$ cat config.mk
export PLATFORM = sky130hd
export DESIGN_NAME = if_id_pipe_ctrl
export DESIGN_NICKNAME = d
export VERILOG_FILES = /design/src/rtl/if_id_pipe_ctrl.sv
export SDC_FILE = /design/constraint.sdc
export NUM_CORES = 1
export LEC_CHECK = 0
export BUFFER_PORTS_ARGS = -buffer_cell sky130_fd_sc_hd__clkbuf_2
export CAP_MARGIN = 20
export CORE_MARGIN = 4
export CORE_UTILIZATION = 45
export DETAILED_ROUTE_END_ITERATION = 12
export PLACE_DENSITY = 0.84
export REMOVE_ABC_BUFFERS = 1
export SLEW_MARGIN = 20
export SYNTH_ARGS = -nofsm -noshare
export SYNTH_HDL_FRONTEND = slang
export SYNTH_SLANG_ARGS = --single-unit
$ cat constraint.sdc
create_clock -name clk_i -period 1.9 [get_ports clk_i]
set_input_delay 0.095 -clock clk_i [delete_from_list [all_inputs] [get_ports clk_i]]
set_output_delay 0.095 -clock clk_i [all_outputs]
set_load 0.05 [all_outputs]
$ cat src/rtl/if_id_pipe_ctrl.sv
// -----------------------------------------------------------------------------
// if_id_pipe_ctrl
// Front-end pipeline register block for the 5-stage RISC-V core. It owns the
// fetch PC, the IF/ID pipeline register and the ID/EX control-bundle register.
// It applies load-use holds, ID-stage branch flushes and EX bubbles to them.
// It also keeps saturating stall/flush event counters for performance reports.
//
// Ports:
//   clk_i            core clock, all state updates on the rising edge
//   rst_i            synchronous active-low reset
//   PCWrite_i        1 = PC may advance, 0 = hold PC
//   Stall_i          1 = hold IF/ID contents
//   NoOp_i           1 = inject a bubble into the ID/EX control register
//   Flush_i          branch/jump taken in ID, squash the fetched instruction
//   Branch_target_i  redirect PC used when a flush is honored
//   instr_i          instruction-memory read data for the current pc_o
//   ctrl_i           ID-stage decoded control bundle
//   pc_o             current fetch PC (instruction-memory address)
//   IF_ID_pc_o       PC of the instruction held in IF/ID
//   IF_ID_instr_o    instruction held in IF/ID
//   IF_ID_valid_o    IF/ID holds a real (non-squashed) instruction
//   ID_EX_ctrl_o     registered control bundle into EX
//   stall_cnt_o      cycles with Stall_i=1 since reset (saturating)
//   flush_cnt_o      honored flushes since reset (saturating)
// -----------------------------------------------------------------------------
module if_id_pipe_ctrl #(
  parameter int                 XLEN      = 32,
  parameter int                 CTRL_W    = 8,
  parameter logic [XLEN-1:0]    RESET_PC  = 32'h00000000,
  parameter logic [XLEN-1:0]    NOP_INSTR = 32'h00000013,
  parameter int                 CNT_W     = 16
) (
  input  logic              clk_i,
  input  logic              rst_i,
  input  logic              PCWrite_i,
  input  logic              Stall_i,
  input  logic              NoOp_i,
  input  logic              Flush_i,
  input  logic [XLEN-1:0]   Branch_target_i,
  input  logic [XLEN-1:0]   instr_i,
  input  logic [CTRL_W-1:0] ctrl_i,
  output logic [XLEN-1:0]   pc_o,
  output logic [XLEN-1:0]   IF_ID_pc_o,
  output logic [XLEN-1:0]   IF_ID_instr_o,
  output logic              IF_ID_valid_o,
  output logic [CTRL_W-1:0] ID_EX_ctrl_o,
  output logic [CNT_W-1:0]  stall_cnt_o,
  output logic [CNT_W-1:0]  flush_cnt_o
);

  localparam logic [XLEN-1:0]  PC_STEP = {{(XLEN-3){1'b0}}, 3'd4};
  localparam logic [CNT_W-1:0] CNT_MAX = {CNT_W{1'b1}};
  localparam logic [CNT_W-1:0] CNT_ONE = {{(CNT_W-1){1'b0}}, 1'b1};

  logic [XLEN-1:0]   pc_r;
  logic [XLEN-1:0]   if_id_pc_r;
  logic [XLEN-1:0]   if_id_instr_r;
  logic              if_id_valid_r;
  logic [CTRL_W-1:0] id_ex_ctrl_r;
  logic [CNT_W-1:0]  stall_cnt_r;
  logic [CNT_W-1:0]  flush_cnt_r;

  logic              flush_ok_s;
  logic [XLEN-1:0]   pc_next_s;

  // A stalled branch still has unresolved operands, so its flush is ignored
  // and the branch is re-evaluated once the stall drops.
  always_comb begin
    flush_ok_s = Flush_i & ~Stall_i;
  end

  // Next fetch PC: redirect beats hold, hold beats sequential advance.
  // The +4 wraps naturally modulo 2^XLEN.
  always_comb begin
    pc_next_s = pc_r;
    if (flush_ok_s) begin
      pc_next_s = Branch_target_i;
    end else if (!PCWrite_i) begin
      pc_next_s = pc_r;
    end else begin
      pc_next_s = pc_r + PC_STEP;
    end
  end

  // PC register.
  always_ff @(posedge clk_i) begin
    if (!rst_i) begin
      pc_r <= RESET_PC;
    end else begin
      pc_r <= pc_next_s;
    end
  end

  // IF/ID register: stall holds, honored flush squashes to a NOP, else load.
  always_ff @(posedge clk_i) begin
    if (!rst_i) begin
      if_id_pc_r    <= {XLEN{1'b0}};
      if_id_instr_r <= NOP_INSTR;
      if_id_valid_r <= 1'b0;
    end else if (Stall_i) begin
      if_id_pc_r    <= if_id_pc_r;
      if_id_instr_r <= if_id_instr_r;
      if_id_valid_r <= if_id_valid_r;
    end else if (flush_ok_s) begin
      if_id_pc_r    <= {XLEN{1'b0}};
      if_id_instr_r <= NOP_INSTR;
      if_id_valid_r <= 1'b0;
    end else begin
      if_id_pc_r    <= pc_r;
      if_id_instr_r <= instr_i;
      if_id_valid_r <= 1'b1;
    end
  end

  // ID/EX control register: a bubble clears every control bit.
  always_ff @(posedge clk_i) begin
    if (!rst_i) begin
      id_ex_ctrl_r <= {CTRL_W{1'b0}};
    end else if (NoOp_i) begin
      id_ex_ctrl_r <= {CTRL_W{1'b0}};
    end else begin
      id_ex_ctrl_r <= ctrl_i;
    end
  end

  // Saturating event counters; they stick at all-ones instead of wrapping.
  always_ff @(posedge clk_i) begin
    if (!rst_i) begin
      stall_cnt_r <= {CNT_W{1'b0}};
      flush_cnt_r <= {CNT_W{1'b0}};
    end else begin
      if (Stall_i && (stall_cnt_r != CNT_MAX)) begin
        stall_cnt_r <= stall_cnt_r + CNT_ONE;
      end else begin
        stall_cnt_r <= stall_cnt_r;
      end
      if (flush_ok_s && (flush_cnt_r != CNT_MAX)) begin
        flush_cnt_r <= flush_cnt_r + CNT_ONE;
      end else begin
        flush_cnt_r <= flush_cnt_r;
      end
    end
  end

  assign pc_o          = pc_r;
  assign IF_ID_pc_o    = if_id_pc_r;
  assign IF_ID_instr_o = if_id_instr_r;
  assign IF_ID_valid_o = if_id_valid_r;
  assign ID_EX_ctrl_o  = id_ex_ctrl_r;
  assign stall_cnt_o   = stall_cnt_r;
  assign flush_cnt_o   = flush_cnt_r;

endmodule

### After elaboration in Yosys (flattened, before gate mapping)

Index checks and enable logic that the tools add are counted.

| word-level totals | value |
|---|---|
| logic and storage cells | 24 |
| register bits | 137 |

| cells by class | value |
|---|---|
| add/sub/neg operators | 3 |
| multiplexer cells | 5 |
| reduce and logical (&&, ||, !) cells | 4 |
| bitwise gates (word level) | 3 |
| equality and inequality tests | 2 |

Operators with widths:

| cell | number |
|---|---|
| 2-to-1 mux 32 bit | 4 |
| adder 16 x 1 -> 16 bit, second input constant | 2 |
| adder 32 x 3 -> 32 bit, second input constant | 1 |
| inequality test 16 bit, second input constant | 2 |
| logical AND 1 bit | 2 |
| NOT 1 bit | 2 |
| nonzero test 2 bit | 1 |
| OR reduction 2 bit | 1 |
| bitwise AND 1 bit | 1 |
| 2-to-1 mux 1 bit | 1 |

### Logic depth before layout (Yosys ltp)

| logic depth | value |
|---|---|
| depth after elaboration | 3 |
| depth in mapped cells | 7 |
| mapped depth without buffers | 5 |

### Worst setup path before layout

OpenSTA, ideal clock, no wires.

| timing | value |
|---|---|
| path kind | register -> register |
| start | reg pc_r[6] (netlist: pc_o[6]) |
| end | reg pc_r[25] (netlist: pc_o[25]) |
| stages on the path, launching flop included | 5 |
| buffers on the path | 0 |
| data required time | 1.826 ns |
| data arrival time | 2.196 ns |
| library setup time | 0.074 ns |
| path slack | -0.370 ns |
| cells stage by stage | dfxtp_1 > nand4_2 > or4_4 > or4_2 > a31oi_1 |

| on the way | value |
|---|---|
| cells in the longest elaborated chain, start to end | 3 |

RTL lines:

| item | line | source |
|---|---|---|
| start, declared | 55 | `logic [XLEN-1:0] pc_r;` |
| start signal, assigned | 90 | `pc_r <= pc_next_s;` |
| adder 32 x 3 -> 32 bit | 81 | `pc_next_s = pc_r + PC_STEP;` |
| 2-to-1 mux 32 bit | 78 | `end else if (!PCWrite_i) begin` |
| 2-to-1 mux 32 bit | 76 | `if (flush_ok_s) begin` |

No other way between the ends. The select of a mux whose other input is x is not followed.
A chain may end at the register's enable or synchronous reset.

### Worst setup path after layout

| timing | value |
|---|---|
| start | reg pc_r[7] (netlist: pc_o[7]) |
| end | reg pc_r[23] (netlist: pc_o[23]) |

Same word-level chain as after synthesis.

==> results_tabular.tex <==
\begin{tabular}{lr}
\hline
Metric & Value \\
\hline
\multicolumn{2}{l}{\textbf{Synthesis}} \\
Synthesis-stage register bit count & 137 \\
Number of enable-type register cells in the synthesized netlist & 0 \\
Sequential share of the synthesized area & 0.462 \\
Synthesized instance count & just under 700 \\
Library cell with the largest summed area after synthesis & sky130\_fd\_sc\_hd\_\_dfxtp\_1 \\
Post-synth ARST share & 0 \\
Cell area after synthesis & 5930 µm² \\
Syn avg cell area & 8.59 µm² \\
Area share of the leading cell type in the synthesized netlist & 0.462 \\
Number of unique standard cell types used by synthesis & 50 \\
Total number of yosys warnings & 0 \\
Synth top area cells & sky130\_fd\_sc\_hd\_\_dfxtp\_1 46\%, sky130\_fd\_sc\_hd\_\_nor2\_1 5.0\%, sky130\_fd\_sc\_hd\_\_a21oi\_1 4.7\%, sky130\_fd\_sc\_hd\_\_nor3b\_1 3.9\%, sky130\_fd\_sc\_hd\_\_a22oi\_1 3.7\% \\
Primary flip-flop cell chosen by synthesis mapping & sky130\_fd\_sc\_hd\_\_dfxtp\_1 \\
\multicolumn{2}{l}{\textbf{Cells and area}} \\
\# fillers & 971 \\
Leading cell types in the layout, fill and taps excluded & 213 x sky130\_fd\_sc\_hd\_\_clkbuf\_2, 133 x sky130\_fd\_sc\_hd\_\_dfxtp\_1, 78 x sky130\_fd\_sc\_hd\_\_nor2\_1 \\
Number of standard cells in the layout, taps in and fillers out & 1186 \\
Layout overhead on the synthesized area & 48.0\% \\
Leading cell type in the layout, fill and taps excluded & sky130\_fd\_sc\_hd\_\_clkbuf\_2 \\
Layout cells sized above 1 & 0.324 \\
Final layout net count & roughly 1100 \\
\multicolumn{2}{l}{\textbf{Floorplan}} \\
Cell row count & 41 \\
Ports & 215 \\
Chip height & about 120 µm \\
Area of the placeable core & 12800 µm² \\
Die Outline Area & 15100 µm² \\
Effective utilization at floorplan & 0.465 \\
Horizontal extent of the die & 123 µm \\
\multicolumn{2}{l}{\textbf{STA}} \\
Transition time at the pin with the least slew margin & 699 ps \\
Number of hold-slack violations in the final timing report & 0 \\
Final setup skew & roughly 6 ps \\
Setup WS post-layout & 28.0 ps \\
Final setup vio count & 0 \\
Max Fclk & 534 MHz \\
Fraction of the cycle the final worst path needs & 0.985 \\
Final setup TNS & 0 ps \\
Min Clock Period, post-route & 1870 ps \\
Count of pins over their slew limit & 0 \\
Final worst hold slack & 12.5 ps \\
Relative slew slack & 0.533 \\
Unrepaired setup endpoints after global routing & yes \\
\multicolumn{2}{l}{\textbf{Worst setup path}} \\
R2R depth & 4 \\
Number of logic stages on the critical path including buffering & 4 \\
Largest stage delay on the critical path & approximately 600 ps \\
Crit-path cells & nand4\_4 > or4\_4 > or4\_2 > a31oi\_1 \\
CP bufs+invs & 0 \\
Largest fanout of any net on the critical path & 5 \\
Worst path top cell family by delay & simple AND/OR/NAND/NOR gates \\
Data required time of the worst path & 2250 ps \\
Element type at the critical path start & register \\
Arrival time worst endpoint & 2220 ps \\
Critical path's slowest cell & sky130\_fd\_sc\_hd\_\_or4\_4 \\
Kind of end point of the critical path & register \\
Start-to-end type of the worst setup path & register to register \\
\multicolumn{2}{l}{\textbf{GRT}} \\
Maximum number of pins on one net before global-route repair & 60 \\
Wire length of the first global-routing pass & a little over 30 mm \\
Initial antenna violation count & 0 \\
Congestion Overflow GR & 0 \\
Combined global-route utilization of all metal layers & 0.256 \\
Via count of the first global-routing pass & between 6000 and 7000 \\
\multicolumn{2}{l}{\textbf{Place}} \\
Number of I/O port buffers & between 200 and 250 \\
Worst setup slack before clock tree synthesis & -25.2 ps \\
Detail Placement HPWL & 12.8 mm \\
RD Place Congestion & between 0.8 and 0.9 \\
Total instance count after detailed placement & 1082 \\
\multicolumn{2}{l}{\textbf{CTS}} \\
CTS root buffer & sky130\_fd\_sc\_hd\_\_clkbuf\_16 \\
H-tree lvl count & 4 \\
Clock edge transition at the registers on the reported setup and hold paths & 60 ps \\
Clock tree buffer depth & 2 \\
TritonCTS buffer count & 17 \\
Worst-Skew Late Latency & 430 ps \\
Clock sink count & 137 \\
Clock tree from TritonCTS & built \\
\multicolumn{2}{l}{\textbf{Drt}} \\
Number of routed nets with antenna violations & 0 \\
Vias per std cell & 5.60 \\
Total Routed Length & 19.7 mm \\
DRT iter0 DRCs & between 600 and 700 \\
Number of detailed-routing iterations run before antenna repair & 5 \\
Average wire length per cell after detail routing & 16.6 µm \\
Remaining routing DRC violations & 0 \\
Vias & 6639 \\
\multicolumn{2}{l}{\textbf{Power and ir drop}} \\
Peak supply drop & 0.000701 V \\
Power Density & 859 nW/µm² \\
Total power of the final layout & around 7.5 mW \\
Static leakage & 3.64 nW \\
\multicolumn{2}{l}{\textbf{Job}} \\
Reported max-cap violation count & 0 \\
\multicolumn{2}{l}{\textbf{Worst hold path}} \\
Class of the worst hold path & input pin to register \\
Hold depth & 3 \\
\multicolumn{2}{l}{\textbf{Status}} \\
Result of the run & finished clean \\
\hline
\end{tabular}
==> cell usage after synthesis, types with 7 or more instances <==
| library cell | count |
|---|---|
| sky130_fd_sc_hd__dfxtp_1 | 137 |
| sky130_fd_sc_hd__nor2_1 | 79 |
| sky130_fd_sc_hd__a21oi_1 | 56 |
| sky130_fd_sc_hd__nand2_1 | 48 |
| sky130_fd_sc_hd__clkbuf_1 | 41 |
| sky130_fd_sc_hd__o21ai_0 | 34 |
| sky130_fd_sc_hd__nor3b_1 | 31 |
| sky130_fd_sc_hd__a22oi_1 | 29 |
| sky130_fd_sc_hd__nand4_1 | 22 |
| sky130_fd_sc_hd__nand3_1 | 20 |
| sky130_fd_sc_hd__o31ai_1 | 17 |
| sky130_fd_sc_hd__or4_1 | 17 |
| sky130_fd_sc_hd__a31oi_1 | 13 |
| sky130_fd_sc_hd__mux2i_1 | 13 |
| sky130_fd_sc_hd__or3_1 | 13 |
| sky130_fd_sc_hd__a211oi_1 | 11 |
| sky130_fd_sc_hd__nand2b_1 | 11 |
| sky130_fd_sc_hd__and2_1 | 9 |
| sky130_fd_sc_hd__nor3_1 | 9 |
| sky130_fd_sc_hd__a311oi_1 | 7 |
| sky130_fd_sc_hd__and4_1 | 7 |
| sky130_fd_sc_hd__xor2_1 | 7 |
==> state kept, by name, summed over array words and instances, names as in the netlist <==
register and flops:
IF_ID_instr_o 32, IF_ID_pc_o 32, pc_o 32, flush_cnt_o 16, stall_cnt_o 16, ID_EX_ctrl_o 8
IF_ID_valid_o 1
==> stage by stage <==
stage	util	cell area [µm²]
floorplan	-	5740
global placement	0.582	7440
detailed placement	0.583	7440
CTS	0.682	8710
global route	0.687	8780
finish	0.688	8780
==> worst reg2reg max path, delay by kind of cell (launching register included) <==
family           cells  cell delay, ps
flip-flops           1             350
AO/OA/AOI/OAI        1             180
AND/OR/NAND/NOR      3            1270
==> cell type report <==
class,count,area [µm²],share of cell area
inverter,7,27.5,0.00313
multi-input combinational,499,3020,0.344
timing repair buffer,338,2170,0.247
clock buffer,20,447,0.0509
antenna,1,2.50,0.000285
clock inverter,12,149,0.0170
tap,172,215,0.0245
sequential,137,2750,0.313
==> cells by family after synthesis <==
| kind of cell | count (synthesis) | synth area share |
|---|---|---|
| simple gates | 294 | 0.270 |
| compound gates | 178 | 0.187 |
| flops | 137 | 0.462 |
| buf+inv | 56 | 0.0375 |
| mux | 13 | 0.0219 |
| xor+xnor | 10 | 0.0148 |
| fa+ha+maj | 3 | 0.00633 |
==> final timing paths <==
| kind | start | endpoint | slack [ps] |
|---|---|---|---|
| worst min-delay path | Branch_target_i[27] | pc_o[27] | 10 |
| worst max-delay path | pc_o[7] | pc_o[23] | 30 |
| worst min register to register | pc_o[0] | pc_o[0] | 480 |
| worst max register to register | pc_o[7] | pc_o[23] | 30 |
==> power breakdown <==
part / total (mW) / internal, mW / switching [mW]
logic: 1.14 / 0.388 / 0.751
clock network: 3.35 / 2.09 / 1.26
registers: 3.06 / 2.98 / 0.0766
total: 7.54 / 5.46 / 2.09
==> metal layers <==
| layer | part of all wire | global-route usage | vias up |
|---|---|---|---|
| met5 | 0 | 0 | - |
| met2 | 0.48 | 0.414 | 300 |
| li1 | - | - | 3194 |
| met1 | 0.40 | 0.312 | 3094 |
| met3 | 0.081 | 0.0788 | 51 |
| met4 | 0.032 | 0.115 | 0 |
==> timing repair <==
action                                 CTS  global route
hold buffers                            65             0
setup buffers                            3             2
endpoints found under the hold margin   65             0
gates resized for setup                  0            13
pin swaps                                1             7
setup endpoints to repair                3             9
cloned                                   0             1
Note: power is estimated with default switching activity, not from simulation.
